### config.mk
export PLATFORM = sky130hd
export DESIGN_NAME = fetch_unit
export DESIGN_NICKNAME = d
export VERILOG_FILES = /design/src/rtl/fetch_unit.sv
export SDC_FILE = /design/constraint.sdc
export NUM_CORES = 1
export LEC_CHECK = 0
export ABC_AREA = 1
export BUFFER_PORTS_ARGS = -buffer_cell sky130_fd_sc_hd__buf_4
export CAP_MARGIN = 0
export CORE_MARGIN = 1
export CORE_UTILIZATION = 40
export DETAILED_ROUTE_END_ITERATION = 8
export PLACE_DENSITY = 0.74
export SYNTH_ARGS = -nofsm -noshare
export SYNTH_HDL_FRONTEND = slang
export SYNTH_SLANG_ARGS = --single-unit
export TNS_END_PERCENT = 1
### constraint.sdc
create_clock -name clk -period 1.6 [get_ports clk]
set_input_delay 0.32 -clock clk [delete_from_list [all_inputs] [get_ports clk]]
set_output_delay 0.32 -clock clk [all_outputs]
set_load 0.005 [all_outputs]
### src/rtl/fetch_unit.sv
// ---------------------------------------------------------------------------
// fetch_unit -- instruction fetch front end for a synchronous-read imem.
//
// Generates the byte address for an instruction memory with a registered
// read (1-cycle latency) and tracks the PC of the word that memory is
// presenting. A redirect retargets the fetch with no bubble. A stall replays
// the held word by re-reading if_pc. All addresses wrap modulo IMEM_BYTES.
//
// Handshake: if_valid is the producer's valid and ~stall is the consumer's
// ready. An instruction is consumed on a rising edge where if_valid=1 and
// stall=0. While stalled, if_pc and the memory word stay stable. if_valid
// never drops because of a stall.
//
// Parameters:
//   RESET_PC    first byte address fetched after reset
//   IMEM_BYTES  instruction memory size in bytes (power of two, >= 8)
//
// Ports:
//   clk              clock, rising edge
//   resetn           asynchronous active-low reset
//   stall            downstream cannot accept the presented instruction
//   redirect         taken branch/jump this cycle
//   redirect_target  byte address of the next instruction on redirect
//   imem_addr        combinational byte address to the instruction memory
//   if_pc            PC of the word the memory presents this cycle
//   if_valid         if_pc and the memory word are meaningful
//   fetch_count      instructions consumed (if_valid & ~stall edges)
//   fetch_fault      sticky misaligned-redirect trap flag
//   fault_addr       redirect_target that caused the trap
//   dbg_state_o      FSM state (0=BOOT, 1=RUN, 2=FAULT)
//
// Build option:
//   FETCH_MISALIGN_TRAP_EN  defined: a misaligned RUN redirect enters FAULT.
//                           undefined: target[1:0] is forced to 00, and FAULT
//                           is never entered.
// ---------------------------------------------------------------------------
module fetch_unit #(
  parameter logic [31:0] RESET_PC   = 32'h0000_0000,
  parameter int          IMEM_BYTES = 1024
) (
  input  logic        clk,
  input  logic        resetn,
  input  logic        stall,
  input  logic        redirect,
  input  logic [31:0] redirect_target,
  output logic [31:0] imem_addr,
  output logic [31:0] if_pc,
  output logic        if_valid,
  output logic [31:0] fetch_count,
  output logic        fetch_fault,
  output logic [31:0] fault_addr,
  output logic [1:0]  dbg_state_o
);

  localparam logic [31:0] ADDR_MASK = 32'(IMEM_BYTES - 1);

  typedef enum logic [1:0] {
    ST_BOOT  = 2'd0,
    ST_RUN   = 2'd1,
    ST_FAULT = 2'd2
  } state_e;

  function automatic logic [31:0] wrap(input logic [31:0] a);
    return a & ADDR_MASK;
  endfunction

  state_e      state_q, state_d;
  logic [31:0] pc_q, pc_d;
  logic [31:0] if_pc_q, if_pc_d;
  logic        if_valid_q, if_valid_d;
  logic [31:0] count_q, count_d;
  logic [31:0] tgt_eff;
  logic        misaligned;
  logic        fault_set;
  logic [31:0] imem_addr_c;

`ifdef FETCH_MISALIGN_TRAP_EN
  assign tgt_eff    = redirect_target;
  assign misaligned = (redirect_target[1:0] != 2'b00);
`else
  // Word-align the target rather than trapping.
  assign tgt_eff    = redirect_target & ~32'h0000_0003;
  assign misaligned = 1'b0;
`endif

  assign fault_set = (state_q == ST_RUN) && redirect && misaligned;

  always_comb begin
    state_d     = state_q;
    pc_d        = pc_q;
    if_pc_d     = if_pc_q;
    if_valid_d  = if_valid_q;
    count_d     = count_q;
    imem_addr_c = pc_q;
    case (state_q)
      ST_BOOT: begin
        // The memory reads RESET_PC during this cycle, so the word is
        // ready when if_valid rises one edge later.
        imem_addr_c = wrap(RESET_PC);
        if_pc_d     = wrap(RESET_PC);
        pc_d        = wrap(RESET_PC + 32'd4);
        if_valid_d  = 1'b1;
        state_d     = ST_RUN;
      end
      ST_RUN: begin
        if (if_valid_q && !stall && !fault_set) begin
          count_d = count_q + 32'd1;
        end
        if (redirect) begin
          imem_addr_c = wrap(tgt_eff);
          if (fault_set) begin
            if_valid_d = 1'b0;
            state_d    = ST_FAULT;
          end else begin
            if_pc_d    = wrap(tgt_eff);
            pc_d       = wrap(tgt_eff + 32'd4);
            if_valid_d = 1'b1;
          end
        end else if (stall) begin
          // Re-read the held word so the memory output stays stable.
          imem_addr_c = if_pc_q;
        end else begin
          imem_addr_c = pc_q;
          if_pc_d     = pc_q;
          pc_d        = wrap(pc_q + 32'd4);
        end
      end
      ST_FAULT: begin
        imem_addr_c = wrap(fault_addr);
        if_valid_d  = 1'b0;
      end
      default: begin
        state_d    = ST_BOOT;
        if_valid_d = 1'b0;
      end
    endcase
  end

  always_ff @(posedge clk or negedge resetn) begin
    if (!resetn) begin
      state_q    <= ST_BOOT;
      pc_q       <= wrap(RESET_PC);
      if_pc_q    <= 32'd0;
      if_valid_q <= 1'b0;
      count_q    <= 32'd0;
    end else begin
      state_q    <= state_d;
      pc_q       <= pc_d;
      if_pc_q    <= if_pc_d;
      if_valid_q <= if_valid_d;
      count_q    <= count_d;
    end
  end

`ifdef FETCH_MISALIGN_TRAP_EN
  logic        fault_q;
  logic [31:0] fault_addr_q;

  always_ff @(posedge clk or negedge resetn) begin
    if (!resetn) begin
      fault_q      <= 1'b0;
      fault_addr_q <= 32'd0;
    end else if (fault_set) begin
      fault_q      <= 1'b1;
      fault_addr_q <= redirect_target;
    end
  end

  assign fetch_fault = fault_q;
  assign fault_addr  = fault_addr_q;
`else
  assign fetch_fault = 1'b0;
  assign fault_addr  = 32'd0;
`endif

  assign imem_addr   = imem_addr_c;
  assign if_pc       = if_pc_q;
  assign if_valid    = if_valid_q;
  assign fetch_count = count_q;
  assign dbg_state_o = state_q;

endmodule

==> flow_results.org, run 1 <==
** Outcome
- Run status :: finished, violations left
- Violated checks :: setup timing

** Yosys
- Dominant combinational cell family by area after synthesis :: simple AND/OR/NAND/NOR gates
- Post-synthesis share of cell area spent on xor and xnor gates :: under 10%
- For this run, the number of Yosys warnings is 0.
- Portion of the post-synthesis area used by sequential elements :: 48.1%
- The synthesized netlist devotes 5.27% of its cell area to compound gates.
- Summing every instance area after synthesis gives 0.00385 mm².
- Number of library cell types mapped by synthesis :: 34
- Fraction of the mapped netlist area in adder cells :: less than 1%
- Number of enable flip-flop cells after synthesis :: 0
- Counting flops and latches in the post-synthesis netlist gives 74.
- Averaged over all synthesized cells, the footprint is around 8.3 µm².
- Most used flip-flop cell after synthesis :: sky130_fd_sc_hd__dfrtp_1
- Multiplexer area fraction after synthesis :: 0%
- Biggest area contributors in the synthesized netlist :: sky130_fd_sc_hd__dfrtp_1 48%, sky130_fd_sc_hd__nand2_1 9.6%, sky130_fd_sc_hd__inv_1 6.8%
- Of all flip-flops after synthesis, the portion carrying an async set or reset was 100%.
- Simple-gate portion of the synthesized area :: ~27%
- Area share of the largest cell type after synthesis :: 48.1%
- Of all cell types, the one taking the most synthesized area is sky130_fd_sc_hd__dfrtp_1.
- Counting every instance in the synthesized netlist gives roughly 460.

** Setup path
- On the worst path, the slowest cell contributes a delay of around 0.4 ns.
- The worst setup path is launched from a flop.
- Data on the critical path arrives at its endpoint at between 1 and 1.5 ns.
- The critical path contains buffers and inverters numbering 2 combined.
- Critical Path RT :: about 1.3 ns
- Maximum fanout count along the critical path :: 27
- The signal on the critical path passes through nand2_2 -> nor2_4 -> inv_8 -> nor2_2 -> buf_4.
- Crit-path leading delay family :: simple AND/OR/NAND/NOR gates
- Type of the worst setup path :: reg -> out
- Highest-delay cell along the critical path :: sky130_fd_sc_hd__dfrtp_1
- The worst setup path is captured at an output port.

** STA
- Minimum period implied by the final worst setup slack :: roughly 1.7 ns
- Setup repair after global routing missed its margin :: true
- Clock tree skew after final layout :: slightly below 0.01 ns
- After layout, the worst setup slack is -0.142 ns.
- The number of max-slew violations in the final report is 0.
- Final hold viol count :: 0
- Setup violations remaining at the end of the flow were counted as 32.
- Of the available clock period, the critical path in the final layout requires 109%.
- Based on the critical path, the design can be clocked at up to 574 MHz.
- Setup total negative slack on the finished layout was measured at -3.16 ns.

** Die
- For this configuration, the core starts out at a cell density of about two fifths.
- Row generation in the floorplan step produced 35 rows.
- The floorplan step defined a die boundary enclosing roughly 0.01 mm².
- Count of boundary I/O pins :: roughly 170
- Die width :: 100 µm
- After floorplanning, the core was sized to cover ~0.0093 mm².
- DIE HEIGHT :: approximately 100 µm

** Clock tree
- The tree is rooted in a sky130_fd_sc_hd__clkbuf_8.
- CTS Buf Count :: 9
- The H-tree was split into 3 levels.
- Clock tree from TritonCTS :: yes
- Clock-pin slew of the registers on the worst-case setup and hold paths :: around 0.080 ns
- Clock insertion delay at the later pin of the skew report :: 0.35 ns
- Buffer levels on the longest clock path :: 2
- CTS Sinks :: 74

** Global route
- The initial antenna violation count is 0.
- The via count of the first global-routing pass came to between 3000 and 4000.
- Overall overflow remaining after global route :: 0
- Entering global routing, the biggest net connects 75 pins.
- All-Layer GR Usage :: about a fifth
- First-pass GRT wire length :: around 15000 µm

** Pwr
- Dividing total power by cell area gives a power density of roughly 780 mW/mm².
- Peak VDD IR :: around 0.44 mV
- Leakage Power :: approximately 2.6 nW

** Finish
- The layout has about 850 filler cells.
- In the final design database the tool counted between 600 and 700 nets.
- Antenna diode count :: 0
- After routing the design area is approximately 0.0052 mm².
- The finished layout holds between 700 and 800 standard cells, fillers aside.
- The post-route netlist has 36.9% of its cells at a drive strength greater than 1.
- Relative to the synthesized area, the layout overhead comes to 34.7%.

** Run
- Across the run, the number of max-cap violations was 0.

** Routing
- In the final routed layout, each cell accounts on average for between 10 and 15 µm.
- DRC violations left :: 0
- Routed vias :: approximately 3300
- Iter 0 DRT Violations :: 56
- The first detailed-routing pass took 4 iterations.
- Vias per std cell :: around 4.5
- Remaining number of nets flagged by the antenna check after routing :: 0
- The final layout contains routed wiring with a total length of a little over 9000 µm.

** Placement
- Buffers added on ports :: ~110
- At the end of routability-driven placement, the weighted congestion stood at roughly 0.83.
- HPWL after DPL :: around 6700 µm
- Number of cells after detailed placement :: 716
- Once placement finished, the instance area stood at ~0.0048 mm².
- OpenSTA, run right after detailed placement, puts the worst setup slack at -0.00427 ns.

** Hold path
- The worst hold path belongs to the class in -> reg.
-- power by group --
group	total [mW]	leakage [nW]	switching [mW]	internal, mW
logic	0.735	1.53	0.393	0.342
clock network	1.26	0.0831	0.702	0.559
registers	2.05	1.00	0.0837	1.97
total	4.05	2.62	1.18	2.87
-- synthesized netlist by cell type, drive strengths merged, types with 7 or more instances --
cell type / number
buf: 37
dfrtp: 74
inv: 75
nand2: 110
nand3: 25
nand4: 13
nor2: 69
o21ai: 22
o22ai: 8
xnor2: 9
xor2: 7
-- cell type report --
class,instances,area (µm²),area share [%]
flip-flops and latches,74,1850,35.7
multi-input cells,307,1700,32.9
repair buffers,132,1010,19.5
inverters,76,293,5.65
well taps,129,161,3.12
clock buffers,11,131,2.54
clock inverters,5,31.3,0.604
-- placed cells by master, fill, tap and decap left out, drive strengths merged --
cell,Yosys,routed
buf,37,131
nand2,110,110
inv,75,75
dfrtp,74,74
nor2,69,69
conb,2,35
nand3,25,25
o21ai,22,22
nand4,13,13
clkbuf,1,11
xnor2,9,9
o22ai,8,8
xor2,7,7
clkinv,1,5
nor3,2,2
ha,2,2
o32ai,1,1
nand3b,1,1
o21bai,1,1
a22oi,1,1
or2,1,1
clkinvlp,0,1
dlygate4sd3,0,1
-- timing repair --
action,4_1_cts,5_1_grt
endpoints found under the setup margin,32,49
buffers inserted,1,0
gates resized for setup,27,22
hold endpoints to repair,52,0
hold buffers,1,0
pin swaps,1,1
-- sequential cells by signal, summed over array words and instances (netlist names) --
signal,count
fetch_count,32
if_valid,1
pc_q,8
dbg_state_o,1
if_pc,32
-- metal layers --
metal	vias to the layer above	global-route usage (%)	part of all wire (%)
met5	-	0	0
met4	0	7.36	1.2
met3	12	5.92	6.9
met2	117	32.5	51
met1	1544	21.7	41
li1	1636	-	-
-- tightest hold or removal path, stage by stage --
cell	delay (ns)
sky130_fd_sc_hd__buf_4	0.11
sky130_fd_sc_hd__nand2_2	0.07
sky130_fd_sc_hd__o22ai_2	0.08
-- metrics by stage --
step                      util, %  hold slack, ns  total power [mW]
after floorplan                 -          0.0244              2.47
after global placement       52.1           0.367              2.77
after detailed placement     52.1           0.371              2.79
after CTS                    55.1           0.258              4.09
after global routing         55.8           0.262              4.29
final                        55.8           0.279              4.05
-- path summary, 6_finish.rpt --
| kind | from | to | slack (ns) | cells past startpoint |
|---|---|---|---|---|
| hold reg to reg | pc_q[9] | pc_q[9] | 0.48 | 2 |
| setup / recovery | dbg_state_o[0] | imem_addr[25] | -0.14 | 5 |
| min in group asynchronous | resetn | if_valid | 0.53 | 3 |
| hold / removal | redirect_target[8] | if_pc[8] | 0.28 | 3 |
| setup reg to reg | dbg_state_o[0] | fetch_count[30] | 0.09 | 9 |
| max in group asynchronous | resetn | fetch_count[18] | 0.76 | 3 |
-- logic make-up (layout without fill, tap and decap cells) --
kind of cell	count (synthesis)	count (layout)
other	2	35
DFF	74	74
and+or+nand+nor	221	221
AOI/OAI and AO/OA	33	33
adders and majority gates	2	2
buffers and inverters	114	224
xor gates and xnor gates	16	16
Power figures use the tool's default switching activity.
==> inputs of run 2 (changes only) <==
- MAX_ROUTING_LAYER: not set -> met4
==> flow_results.org, run 2 (synthesis gave the netlist of run 1 again) <==
** STA
- Total negative slack :: -4.16 ns
- Final count of pins violating max slew :: 0
- Setup violations remaining at the end of the flow were counted as 32.
- Final hold viol count :: 0
- Clock tree skew after final layout :: ~0.012 ns
- The worst path uses 109% of the clock period.
- Static timing analysis puts the maximum clock frequency at approximately 570 MHz.
- Counting I/O delays and the setup requirement, the final critical path takes between 1.5 and 2 ns.
- Once routing completed, OpenROAD measured the worst setup slack at -0.150 ns.
- Setup repair after global routing could not meet its margin everywhere.

** Finish
- Footprint of the flip-flops and latches :: between 0.0015 and 0.002 mm²
- Most common cell after layout, fill and taps aside :: sky130_fd_sc_hd__buf_4
- Fill cell instance count of the final layout :: between 800 and 900
- In the final layout, the share of cells above drive strength 1 is roughly 37%.
- The library cells used most frequently in the layout, excluding fill and tap cells, are 131 x sky130_fd_sc_hd__buf_4, 98 x sky130_fd_sc_hd__nand2_1, 74 x sky130_fd_sc_hd__dfrtp_1.
- The area growth from synthesis to layout is 38.8%.
- Summing all multi-input logic gate instances after layout gives between 0.0015 and 0.002 mm².
- The repair_antennas step left the layout with diodes totalling 0.
- Final-stage net count :: about 640
- Design area :: 0.00534 mm²

** Die
- Measured along the x axis, the die boundary spans roughly 100 µm.
- Die Footprint :: approximately 0.010 mm²
- Num rows :: 35
- Pin placement for this block handled 168 I/O pins.
- Core area :: approximately 0.0093 mm²
- DIE HEIGHT :: about 100 µm
- Starting density of the core :: around two fifths

** Setup path
- Launching point of the worst reg2reg path :: dbg_state_o[0]
- Together, buffers and inverters on the worst path number 4.
- Arrival time at the worst endpoint :: roughly 1.4 ns
- Origin of the worst setup path :: dbg_state_o[0]
- Traced cell by cell, the critical path runs through buf_4 -> clkinv_1 -> buf_6 -> o22ai_2 -> buf_4.
- Category of the worst setup path launch point :: flop
- At the worst endpoint, the required time is ~1.3 ns.
- Highest-delay cell along the critical path :: sky130_fd_sc_hd__dfrtp_1
- Cell repeated most along the worst path :: sky130_fd_sc_hd__buf_4
- Crit-path leading delay family :: buffers and inverters
- Type of the worst setup path :: reg -> out
- Maximum fanout count along the critical path :: 9
- The largest single stage delay on the critical path is between 0.4 and 0.5 ns.
- Critical path endpoint category :: output port

** Outcome
- The checks that failed: setup timing.
- Run status :: finished, violations left

** Hold path
- In this run the most critical hold path is launched from redirect_target[8].
- Worst Hold Class :: in -> reg

** Placement
- Buffers added on ports :: approximately 110
- The congestion estimate from routability-driven global placement came to 0.828.
- HPWL after DPL :: roughly 6700 µm
- After detailed placement, the total cell area comes to about 0.0048 mm².
- OpenSTA, run right after detailed placement, puts the worst setup slack at -0.0169 ns.

** Pwr
- The internal power of the cells totals between 2 and 3 mW.
- Portion of total power attributed to the clock network :: between 30 and 40%
- Of the total power, registers draw about half.
- Summed over all cells, the static leakage comes to ~2.7 nW.
- Switching power :: 1.29 mW
- Sw Ratio :: 30.7%
- In this run the power density over the cells is just under 800 mW/mm².
- Peak VDD IR :: roughly 0.45 mV
- Combinational logic burns 18.2% of the power.

** Global route
- First-pass GRT wire length :: around 15000 µm
- For this run the aggregate overflow at the end of global routing stands at 0.
- Number of global-route vias before repair :: 3223
- All-Layer GR Usage :: 18.8%
- Entering global routing, the biggest net connects 38 pins.
- The initial antenna violation count is 0.

** Run
- MaxCap Viol Count :: 0

** Clock tree
- Clock-pin slew of the registers on the worst-case setup and hold paths :: approximately 0.08 ns
- The clock passes through at most 2 buffers.
- Clock insertion delay at the later pin of the skew report :: ~0.35 ns
- Maximum level of the CTS H-tree :: 3
- Clk root buf :: sky130_fd_sc_hd__clkbuf_8
- Clock tree synthesis inserted a total of 9 buffers.
- CTS Sinks :: 74
- TritonCTS built the clock tree.

** Routing
- Once detail routing completed, the nets flagged for antenna violations numbered 0.
- Iter 0 DRT Violations :: 56
- DRC violations left :: 0
- Dividing the detail-routed wire length by the instance count gives about 12 µm.
- Routed vias :: 3357
- Before antenna repair, the detailed router went through 4 iterations.
- Wire length after detailed routing :: 9200 µm
- Dividing the detail-routed via count by the number of cells gives between 4 and 5.
[run 2: final cells by class]
type | instances | share of cell area, %
Sequential cell | 74 | 34.7
Multi-Input combinational cell | 307 | 33.5
Timing Repair Buffer | 135 | 19.6
Inverter | 76 | 5.58
Tap cell | 129 | 3.02
Clock buffer | 9 | 2.32
Clock inverter | 7 | 1.15
Timing Repair inverter | 1 | 0.164
[run 2: stage by stage]
stage	utilization, %	power, mW	instances	hold slack, ns
final	57.5	4.20	738	0.273
after global routing	57.5	4.44	738	0.270
after CTS	55.0	4.21	734	0.241
after detailed placement	52.2	2.79	717	0.259
after global placement	52.2	2.77	717	0.248
after floorplan	-	2.47	495	0.0244
[run 2: worst min-delay path: stages]
cell                      delay [ns]
sky130_fd_sc_hd__buf_4          0.11
sky130_fd_sc_hd__nand2_2        0.07
sky130_fd_sc_hd__o22ai_2        0.08
[run 2: path summary, 6_finish.rpt]
path / endpoint / slack (ns) / depth (start not counted)
worst min register to register: pc_q[9] / 0.49 / 2
worst max register to register: fetch_count[25] / 0.06 / 9
max in group asynchronous: fetch_count[27] / 0.66 / 3
worst min-delay path: if_pc[8] / 0.27 / 3
worst max-delay path: imem_addr[4] / -0.15 / 5
min in group asynchronous: pc_q[2] / 0.42 / 2
[run 2: power groups by stage]
stage	combinational (mW)	clock (mW)	sequential [mW]
after floorplan	0.360	0	2.10
after global placement	0.693	0	2.08
after detailed placement	0.705	0	2.09
after CTS	0.726	1.43	2.05
after global routing	0.857	1.51	2.07
final	0.764	1.38	2.06
[run 2: timing repair]
action                                  in CTS  in global routing
pin swaps                                    2                  3
gates resized for setup                     14                 49
setup buffers                                0                  3
endpoints found under the hold margin       23                  0
gates cloned                                 0                  1
endpoints found under the setup margin      32                 44
hold buffers                                 1                  0
[run 2: layer usage]
metal	track usage (%)	part of all wire, %	vias to the layer above
met4	6.02	1.2	0
met3	4.53	6.4	11
li1	-	-	1637
met1	22.2	42	1595
met5	-	0	-
met2	31.8	50	114
==> inputs of run 3 (changes only) <==
- CORE_UTILIZATION: 40 -> 48
- PLACE_DENSITY: 0.74 -> 0.86
- SETUP_SLACK_MARGIN: not set -> 0.15
==> flow_results.org, run 3 (synthesis gave the netlist of run 1 again) <==
** STA
- Setup repair after global routing could not meet its margin everywhere.
- Of the available clock period, the critical path in the final layout requires 112%.
- Setup slack on the critical path of the routed design comes to -0.189 ns.
- Static timing analysis puts the maximum clock frequency at 559 MHz.
- The number of max-slew violations in the final report was 0.
- Minimum period implied by the final worst setup slack :: 1.79 ns
- Final setup violation count :: 32
- The tightest hold path in the finished design has a slack of 0.288 ns.
- Final hold viol count :: 0
- Total negative slack :: -4.74 ns
- For the final database, setup skew stands at roughly 0.0087 ns.

** Clock tree
- After clock tree synthesis, the clock-pin slew on the worst setup and hold paths is 0.08 ns.
- The clock drives 74 sinks.
- TritonCTS built the clock tree.
- The root buffer cell chosen for the clock tree is sky130_fd_sc_hd__clkbuf_8.
- TritonCTS created 9 clock buffers.
- The H-tree generated during clock tree synthesis spans 3 levels.
- The clock reaches the later pin of the worst-skew pair after 0.36 ns.
- In this run the deepest clock path goes through 2 buffers.

** Die
- The floorplan has 32 rows.
- For this design the top-level I/O count stands at 168.
- Starting density of the core :: 49.8%
- Core area :: 0.00773 mm²
- The floorplan step defined a die boundary enclosing roughly 0.0084 mm².
- DIE HEIGHT :: 91.5 µm
- Die width :: a little over 90 µm

** Placement
- Worst slack at placement :: approximately 0.019 ns
- Port buffering added approximately 110 buffers.
- Final weighted congestion of routability-driven global placement :: 0.885
- HPWL after DPL :: about 6800 µm

** Finish
- Footprint of the flip-flops and latches :: approximately 0.0019 mm²
- In the final layout, the multi-input gates occupy approximately 0.0020 mm².
- Fill cell instance count of the final layout :: between 500 and 600
- Most used cells in the layout excluding fill and tap cells :: 122 x sky130_fd_sc_hd__buf_4, 95 x sky130_fd_sc_hd__nand2_1, 69 x sky130_fd_sc_hd__inv_1
- Most common cell after layout, fill and taps aside :: sky130_fd_sc_hd__buf_4
- Antenna diode count :: 0
- Fraction of final layout cells sized beyond drive strength 1 :: between 40% and 50%
- Final-stage net count :: 639
- From synthesis to final layout, the design area changed by 43.8%.
- Final Util :: around 72%

** Routing
- The first TritonRoute pass finished after 5 iterations.
- In the routed design, unresolved DRC markers number 0.
- Remaining number of nets flagged by the antenna check after routing :: 0
- Iter 0 DRT Violations :: around 160
- After detailed routing, the total wire length is between 10000 and 15000 µm.
- Average wire per cell in the routed design :: around 14 µm
- Vias per std cell :: 5.03
- Routed vias :: approximately 3600

** Pwr
- Power share of the combinational group :: 17.5%
- Internal :: ~3.1 mW
- Portion of total power attributed to the clock network :: about a third
- Switching power :: about 1.3 mW
- IR analysis of the VDD net gives a maximum drop of between 0.5 and 0.6 mV.
- Ratio of total power to cell area :: roughly 800 mW/mm²
- Net switching is roughly 29% of the power.
- Sequential share of power :: between 40% and 50%
- In this run the static leakage power is approximately 2.7 nW.

** Setup path
- STA puts the critical path data arrival time at roughly 1.5 ns.
- Type of the worst setup path :: reg -> out
- Maximum fanout count along the critical path :: 5
- Critical path endpoint category :: output port
- The worst setup path is launched from a flop.
- Critical Path RT :: 1.28 ns

** Global route
- Number of global-route vias before repair :: approximately 3500
- Pin count of the biggest net entering global routing :: 34
- Global routing used between 20% and 30% of the available tracks.
- The total overflow left after global routing is 0.
- The initial antenna violation count came to 0.
- First-pass GRT wire length :: 16600 µm

** Run
- Across the run, the number of max-cap violations was 0.

** Outcome
- Run status :: finished, violations left
- The checks that failed: setup timing.

** Hold path
- Worst Hold Class :: in -> reg
run 3: layout make-up:
type	count	area share (%)
repair buffers	133	19.4
well taps	102	2.31
multi-input cells	307	35.7
flip-flops and latches	74	33.6
inverters	76	5.23
clock inverters	6	1.31
clock buffers	10	2.49
run 3: power groups by stage:
stage                     registers, mW  logic [mW]  clock network [mW]
after floorplan                    2.10       0.360                   0
after global placement             2.10       0.636                   0
after detailed placement           2.11       0.657                   0
after CTS                          2.08       0.739                1.55
after global routing               2.12       0.851                1.62
final                              2.10       0.772                1.53
run 3: metrics by stage:
step	cells	instance area (µm²)	total power, mW
final	708	5530	4.40
after global routing	708	5530	4.59
after CTS	708	5360	4.36
after detailed placement	687	4800	2.77
after global placement	687	4800	2.74
after floorplan	495	3970	2.47
run 3: path summary, 6_finish.rpt:
path	from	end	slack, ns	cells after the start
min in group asynchronous	resetn	if_pc[15]	0.44	2
hold / removal	redirect_target[3]	if_pc[3]	0.29	3
setup reg to reg	dbg_state_o[0]	fetch_count[29]	0.11	8
hold reg to reg	pc_q[9]	pc_q[9]	0.50	2
max in group asynchronous	resetn	fetch_count[4]	0.62	3
setup / recovery	dbg_state_o[0]	imem_addr[7]	-0.19	5
run 3: worst max-delay path, cell delays in order, from the launching register on:
cell and delay (ns):
sky130_fd_sc_hd__dfrtp_2 0.41, sky130_fd_sc_hd__buf_4 0.14, sky130_fd_sc_hd__clkinv_2 0.07, sky130_fd_sc_hd__buf_6 0.15, sky130_fd_sc_hd__o22ai_2 0.19, sky130_fd_sc_hd__buf_4 0.15
run 3: repair_timing:
item	4_1_cts	5_1_grt
gates resized for setup	71	47
gates cloned	1	0
buffers inserted	3	0
hold endpoints to repair	30	0
hold buffers	1	0
endpoints found under the setup margin	46	55
pin swaps	17	24
run 3: layer usage:
| metal | wire, µm | global-route usage [%] |
|---|---|---|
| met1 | 4080 | 30.7 |
| met2 | 5380 | 44.5 |
| met3 | 540 | 3.27 |
| met4 | 251 | 11.8 |
| met5 | 0 | - |
